File: src/rtl/gowin_prim_pkg.sv
// Shared primitive helpers: clock-edge select
// constants and a constant-safe clog2.
package gowin_prim_pkg;

    localparam bit RISE = 1'b0;
    localparam bit FALL = 1'b1;

    function automatic int clog2(input int n);
        int r;
        r = 0;
        for (int i = 0; i < 31; i++) begin
            if ((1 << i) < n) begin
                r = i + 1;
            end
        end
        return r;
    endfunction

    function automatic int addr_w(input int depth);
        int c;
        c = clog2(depth);
        return (c < 1) ? 1 : c;
    endfunction

endpackage

File: src/rtl/dff_fill_ctr.sv
// Saturating fill counter for the delay line.
// Counts enabled shifts up to DEPTH, clears on CLR.
module dff_fill_ctr
    import gowin_prim_pkg::*;
#(
    parameter int DEPTH    = 16,
    parameter bit NEG_EDGE = RISE,
    localparam int CW      = addr_w(DEPTH) + 1
) (
    input  logic          CLK,
    input  logic          RESETN,
    input  logic          INC,
    input  logic          CLR,
    output logic [CW-1:0] count
);

    localparam logic [CW-1:0] MAXC = CW'(DEPTH);

    logic [CW-1:0] cnt = '0;
    logic [CW-1:0] cnt_nxt;

    // Clear wins, otherwise step until saturated.
    always_comb begin
        cnt_nxt = cnt;
        if (CLR) begin
            cnt_nxt = '0;
        end else if (INC && (cnt < MAXC)) begin
            cnt_nxt = cnt + 1'b1;
        end
    end

    generate
        if (NEG_EDGE == FALL) begin : g_fall
            // Counter register on falling clock.
            always_ff @(negedge CLK or negedge RESETN) begin
                if (!RESETN) begin
                    cnt <= '0;
                end else begin
                    cnt <= cnt_nxt;
                end
            end
        end else begin : g_rise
            // Counter register on rising clock.
            always_ff @(posedge CLK or negedge RESETN) begin
                if (!RESETN) begin
                    cnt <= '0;
                end else begin
                    cnt <= cnt_nxt;
                end
            end
        end
    endgenerate

    assign count = cnt;

endmodule

File: src/rtl/dff_delay_line.sv
// Tapped shift-register delay line with clock
// enable, sync clear and a fill/primed indicator.
module dff_delay_line
    import gowin_prim_pkg::*;
#(
    parameter int             WIDTH    = 1,
    parameter int             DEPTH    = 16,
    parameter logic [WIDTH-1:0] INIT   = '0,
    parameter bit             NEG_EDGE = RISE,
    localparam int            AW       = addr_w(DEPTH)
) (
    input  logic             CLK,
    input  logic             RESETN,
    input  logic             CE,
    input  logic             SCLR,
    input  logic [WIDTH-1:0] D,
    input  logic [AW-1:0]    TAP,
    output logic [WIDTH-1:0] Q,
    output logic [AW:0]      FILL,
    output logic             PRIMED
);

    typedef logic [DEPTH-1:0][WIDTH-1:0] line_t;

    localparam line_t LINE_INIT = {DEPTH{INIT}};

    line_t stage = LINE_INIT;
    line_t stage_nxt;

    logic [AW-1:0] tap_c;
    logic          shift_en;

    assign shift_en = CE & ~SCLR;

    // Next line contents: clear, shift or hold.
    always_comb begin
        stage_nxt = stage;
        if (SCLR) begin
            stage_nxt = LINE_INIT;
        end else if (CE) begin
            for (int i = DEPTH - 1; i > 0; i--) begin
                stage_nxt[i] = stage[i-1];
            end
            stage_nxt[0] = D;
        end
    end

    generate
        if (NEG_EDGE == FALL) begin : g_fall
            // Stage registers on falling clock.
            always_ff @(negedge CLK or negedge RESETN) begin
                if (!RESETN) begin
                    stage <= LINE_INIT;
                end else begin
                    stage <= stage_nxt;
                end
            end
        end else begin : g_rise
            // Stage registers on rising clock.
            always_ff @(posedge CLK or negedge RESETN) begin
                if (!RESETN) begin
                    stage <= LINE_INIT;
                end else begin
                    stage <= stage_nxt;
                end
            end
        end
    endgenerate

    // Clamp out-of-range taps to the last stage.
    always_comb begin
        tap_c = TAP;
        if (int'(TAP) >= DEPTH) begin
            tap_c = AW'(DEPTH - 1);
        end
    end

    generate
        if (DEPTH == 1) begin : g_single
            assign Q = stage[0];
        end else begin : g_multi
            assign Q = stage[tap_c];
        end
    endgenerate

    dff_fill_ctr #(
        .DEPTH    (DEPTH),
        .NEG_EDGE (NEG_EDGE)
    ) u_fill (
        .CLK    (CLK),
        .RESETN (RESETN),
        .INC    (shift_en),
        .CLR    (SCLR),
        .count  (FILL)
    );

    assign PRIMED = (FILL > {1'b0, tap_c});

endmodule

File: config.mk
export PLATFORM = sky130hd
export DESIGN_NAME = dff_delay_line
export DESIGN_NICKNAME = d
export VERILOG_FILES = /design/src/rtl/gowin_prim_pkg.sv /design/src/rtl/dff_fill_ctr.sv /design/src/rtl/dff_delay_line.sv
export SDC_FILE = /design/constraint.sdc
export NUM_CORES = 1
export LEC_CHECK = 0
export CORE_MARGIN = 8
export CORE_UTILIZATION = 52
export CTS_BUF_LIST = sky130_fd_sc_hd__clkbuf_16
export DETAILED_ROUTE_END_ITERATION = 16
export PLACE_DENSITY_LB_ADDON = 0.15
export SYNTH_ARGS = -nofsm -noshare
export SYNTH_HDL_FRONTEND = slang
export SYNTH_SLANG_ARGS = --single-unit
File: constraint.sdc
create_clock -name CLK -period 1.45 [get_ports CLK]
set_input_delay 0.29 -clock CLK [delete_from_list [all_inputs] [get_ports CLK]]
set_output_delay 0.29 -clock CLK [all_outputs]
set_load 0.01 [all_outputs]
==> results of run 1 <==
## metal layers
layer / global-route usage / vias to the layer above
li1: - / 429
met1: 0.167 / 427
met2: 0.291 / 17
met3: 0.0370 / 2
met4: 0.0390 / 0
met5: 0 / -
## kinds of logic after synthesis
| kind of cell | count (synthesis) | synth area share |
|---|---|---|
| AO/OA/AOI/OAI | 8 | 0.0421 |
| XOR/XNOR | 2 | 0.0159 |
| adder cells (fa/ha/maj) | 5 | 0.0569 |
| buffers and inverters | 9 | 0.0353 |
| flip-flops | 21 | 0.478 |
| multiplexers | 22 | 0.260 |
| AND/OR/NAND/NOR | 29 | 0.112 |
## sequential cells by signal (all words and copies together), names as in the netlist
register,count
u_fill.count,5
stage,16
## power breakdown
group	internal (mW)	leakage [nW]	switching, mW
clock	0.370	0.0409	0.208
combinational	0.0969	0.530	0.0911
sequential	0.595	0.291	0.00738
total	1.06	0.862	0.306
## synthesized netlist by cell type
cell type | instances | share of area
o21ai_0 | 2 | 0.0091
nand4_1 | 2 | 0.011
dfrtp_1 | 21 | 0.48
xor2_1 | 1 | 0.0080
buf_2 | 1 | 0.0046
or3_1 | 1 | 0.0057
and2b_1 | 1 | 0.0068
clkbuf_1 | 2 | 0.0068
buf_4 | 1 | 0.0068
xnor2_1 | 1 | 0.0080
and3_1 | 1 | 0.0057
inv_1 | 5 | 0.017
a21oi_1 | 4 | 0.018
a41oi_1 | 1 | 0.0080
mux4_1 | 4 | 0.096
mux2i_1 | 18 | 0.16
nor2_1 | 20 | 0.068
ha_1 | 5 | 0.057
a21o_1 | 1 | 0.0068
nand2_1 | 4 | 0.014
## critical path, cell delays in order, from the launching register on
cell     delay, ps
dfrtp_1        400
mux4_2         470
nand2_1         70
and3_1         140
a21oi_1         40
buf_2          140
## final cells by class
type	instances	area, µm²	share of cell area
clock inverters	1	5.00	0.00313
repair buffers	45	380	0.238
clock buffers	3	75.1	0.0469
multi-input cells	66	561	0.351
inverters	5	18.8	0.0117
well taps	27	33.8	0.0211
flip-flops and latches	21	526	0.329
## what timing repair did
action / in CTS / in global routing
endpoints found under the setup margin: 7 / 3
endpoints found under the hold margin: 0 / 0
setup buffers: 1 / 2
pin swaps: 6 / 2
hold buffers: 0 / 0
gates resized for setup: 27 / 3
## path summary, 6_finish.rpt
path                            startpoint              end  slack [ps]  cells past startpoint
min in group CLK                 stage[15]        stage[15]         520                      2
max in group asynchronous           RESETN         stage[2]         850                      2
setup / recovery                  stage[6]                Q        -360                      5
setup reg to reg           u_fill.count[1]  u_fill.count[2]         150                      5
hold reg to reg                  stage[15]        stage[15]         520                      2
hold / removal                      RESETN        stage[12]         380                      2
==> results.cfg, run 1 <==
[placed_design]
place_inst = 161
dpl-instance-area_um2 = 1490
dp_slack_ps = -1110
globalplace.congestion = 0.770
dp_hpwl_um = 1910
io_buffers = 15

[route]
dr.pass1.iters = 4
routed_wl_um = 2650
wl_met1_um = 1160
wl_per_cell_um = 15.8
top_layer_used = met4
drtIter0Drc = 21
drtAntennaViolNets = 0
drc = 0
routed-wl-met3_um = 121
vias = 875
route.met2.wl_um = 1360
viasPerCell = 5.21

[logic_synthesis]
syn_avg_cell_area_um2 = 11.4
yosysWarnings = 0
synth_cell_type_count = 20
postSynthCellCount = 96
netlist_area_um2 = 1100
ys_seq_area_frac = 0.478
syn-num-nets = 110
ys_ff_latch = 21

[cells_and_area]
final_common_cell = buf_4
final_cell_mix = buf_4 (28), dfrtp_1 (21), nor2_1 (20), mux2i_1 (18), dlygate4sd2_1 (6)
finalNonFillerCells = 168
nets = 156
synthToLayoutAreaGrowth_pct = 45.6
final_cell_area_um2 = 1600
drive_above_1_share = 0.319
utilization = 0.807
antenna_cells = 0
fillers = 127

[run]
maxCapViolations = 0

[global_route]
antenna_found_initial = 0
track_usage = 0.154
grt_overflow = 0
grt_pass1_vias = 936
grt_pass1_wl_um = 4250
grt_max_degree = 22

[pwr]
ir_drop_uv = 1050
power_density_nw_per_um2 = 856
p_leak_nw = 0.862
power_mw = 1.37

[critical_path]
end_kind = output port
arrival_ps = 1520
required_ps = 1160
crit_path_max_fanout = 2
crit_type = register to output port
critPathLaunchType = register

[sta]
finalHoldViolCount = 0
tns_ps = -686
fin_crit_sh = 1.25
tightest_slew_ps = 271
holdWs_ps = 379
fin_ws_ps = -361
setup_violations = 2
fin_skew_ps = 1.01
fmax_mhz = 552
relSlewSlack = 0.819
fin_crit_ps = 1810
maxSlewViolCount = 0
rsz0062_at_grt = yes

[floorplan]
die_x_um = 62.0
ios = 16
initial_utilization = 0.554
rows = 16
die_h_um = 62.0
die_area_um2 = 3840
coreArea_um2 = 1980

[clock_tree]
clkLatencyLatePin_ps = 250
tritoncts = done
cts.clk_slew.worst_paths_ps = 60
numCtsBuffers = 3
clockBufferDepth = 2
cts.sinks = 21
cts_root_buf = clkbuf_16
htree_levels = 1

[hold_path]
min_path_type = primary input to asynchronous set/reset pin

[run_status]
failed_checks = setup timing
run_status = finished, violations left
Power figures use the tool's default switching activity.
==> run 2, diff against run 1 <==
Settings changed: CORE_UTILIZATION 52 to 58, DONT_BUFFER_PORTS set to 1.
==> run 2 against run 1 <==
Against the previous run: the run still ends with setup timing left; worst hold slack got worse by 280 ps; register-to-register slack worse by 150 ps; maximum frequency rose by 2.1%; final cell count down 14%; non-clock buffer count decreased by 21; combinational power fell by 20%; largest power group unchanged; highest routed layer unchanged.
==> results.cfg, run 2 (synthesis results as in run 1) <==
[floorplan]
coreArea_um2 = 1760
rows = 15
die_area_um2 = 3540
die_h_um = 59.5
initial_utilization = 0.623
ios = 16
die_x_um = 59.5

[run]
maxCapViolations = 0

[critical_path]
critPathLaunchType = register
max_stage_delay_ps = 520
arrival_ps = 1480
slowest_stage = mux4_2
critPathBufInv = 0
path_cells = mux4_2, nand2_2, and3_4, a21oi_2
crit_type = register to output port
path_delay_family = multiplexers
end_kind = output port
required_ps = 1160
crit_path_max_fanout = 2

[clock_tree]
htree_levels = 1
clockBufferDepth = 2
cts.clk_slew.worst_paths_ps = 60
cts.sinks = 21
tritoncts = done
cts_root_buf = clkbuf_16
numCtsBuffers = 3
clkLatencyLatePin_ps = 250

[run_status]
run_status = finished, violations left
failed_checks = setup timing

[route]
dr.pass1.iters = 4
wl_per_cell_um = 21.0
drtIter0Drc = 49
routed_wl_um = 3050
vias = 901
drc = 0
drtAntennaViolNets = 0
viasPerCell = 6.21

[placed_design]
globalplace.congestion = 0.814
io_buffers = 0
dpl-instance-area_um2 = 1240
dp_slack_ps = -31.1
dp_hpwl_um = 1620

[pwr]
p_leak_nw = 0.725
power_mw = 1.33
power_density_nw_per_um2 = 919
ir_drop_uv = 895

[hold_path]
min_path_type = primary input to register

[cells_and_area]
antenna_cells = 0
multi_input_area_um2 = 607
synthToLayoutAreaGrowth_pct = 31.9
final_cell_area_um2 = 1450
drive_above_1_share = 0.375
largest_reg_flops = 16
largest_register = stage
final_cell_mix = buf_4 (22), dfrtp_1 (21), nor2_1 (20), mux2i_1 (17), inv_1 (5)
nets = 135
utilization = 0.821
fillers = 111
final_common_cell = buf_4
seq_area_um2 = 526

[sta]
rsz0062_at_grt = yes
fin_crit_sh = 1.22
fin_crit_ps = 1770
maxSlewViolCount = 0
relSlewSlack = 0.363
fin_ws_ps = -325
fin_skew_ps = 5.21
fmax_mhz = 564
tightest_slew_ps = 953
tns_ps = -580
finalHoldViolCount = 0
setup_violations = 3

[global_route]
track_usage = 0.167
grt_overflow = 0
grt_pass1_vias = 881
grt_max_degree = 22
grt_pass1_wl_um = 4430
antenna_found_initial = 0
[run 2: changes by cell type in the layout (fill, tap and decap cells not counted), sizes merged]
cell | previous run | this run
buf | 33 | 23
clkdlybuf4s15 | 1 | 0
clkdlybuf4s50 | 4 | 0
dlygate4sd2 | 6 | 0
dlygate4sd3 | 0 | 1
dlymetal6s2s | 1 | 0
[run 2: worst paths after layout]
path	slack [ps]	start	to	depth (start not counted)
setup / recovery	-320	stage[3]	Q	4
hold / removal	100	SCLR	u_fill.count[2]	1
setup reg to reg	0	u_fill.count[0]	u_fill.count[2]	7
hold reg to reg	600	stage[15]	stage[15]	2
max in group asynchronous	230	RESETN	stage[15]	1
min in group asynchronous	630	RESETN	stage[7]	1
[run 2: final cells by class]
cell class	instances	area share
tap	25	0.0216
multi-input combinational	66	0.419
timing repair buffer	24	0.129
sequential	21	0.363
inverter	5	0.0130
clock inverter	1	0.00345
clock buffer	3	0.0518
[run 2: timing repair]
action,in CTS,in global routing
pin swaps,5,3
endpoints found under the hold margin,21,0
hold buffers,1,0
gates resized for setup,10,10
buffers inserted,2,3
setup endpoints to repair,2,3
[run 2: report_power, final]
part / total, mW / internal (mW) / switching (mW)
Clock: 0.580 / 0.370 / 0.210
Sequential: 0.602 / 0.595 / 0.00690
Combinational: 0.150 / 0.0764 / 0.0736
[run 2: through the flow]
step           cells  hold slack (ps)
5_1_grt          145             87.2
6_report         145             96.7
3_3_place_gp     135            -4.99
4_1_cts          142             94.8
2_1_floorplan     96            -5.59
3_5_place_dp     135            -5.05
[run 2: per-layer routing]
| metal | vias up | GRT usage | share of wire |
|---|---|---|---|
| met5 | - | 0 | 0 |
| met4 | 0 | 0.0918 | 0.026 |
| met3 | 14 | 0.0412 | 0.096 |
| met2 | 57 | 0.248 | 0.48 |
| met1 | 450 | 0.216 | 0.39 |
| li1 | 380 | - | - |
[run 2: worst register-to-register path, delay by kind of cell (launching register included)]
| family | cells | cell delay [ps] |
|---|---|---|
| adder cells (fa/ha/maj) | 1 | 140 |
| flip-flops | 1 | 350 |
| buffers and inverters | 3 | 340 |
| AO/OA/AOI/OAI | 1 | 160 |
| AND/OR/NAND/NOR | 2 | 390 |
==> run 3, diff against run 2 <==
Settings changed: CTS_CLUSTER_SIZE set to 28.
==> results of run 3 <==
No change in the layout: final DEF, timing and power equal those of run 2.
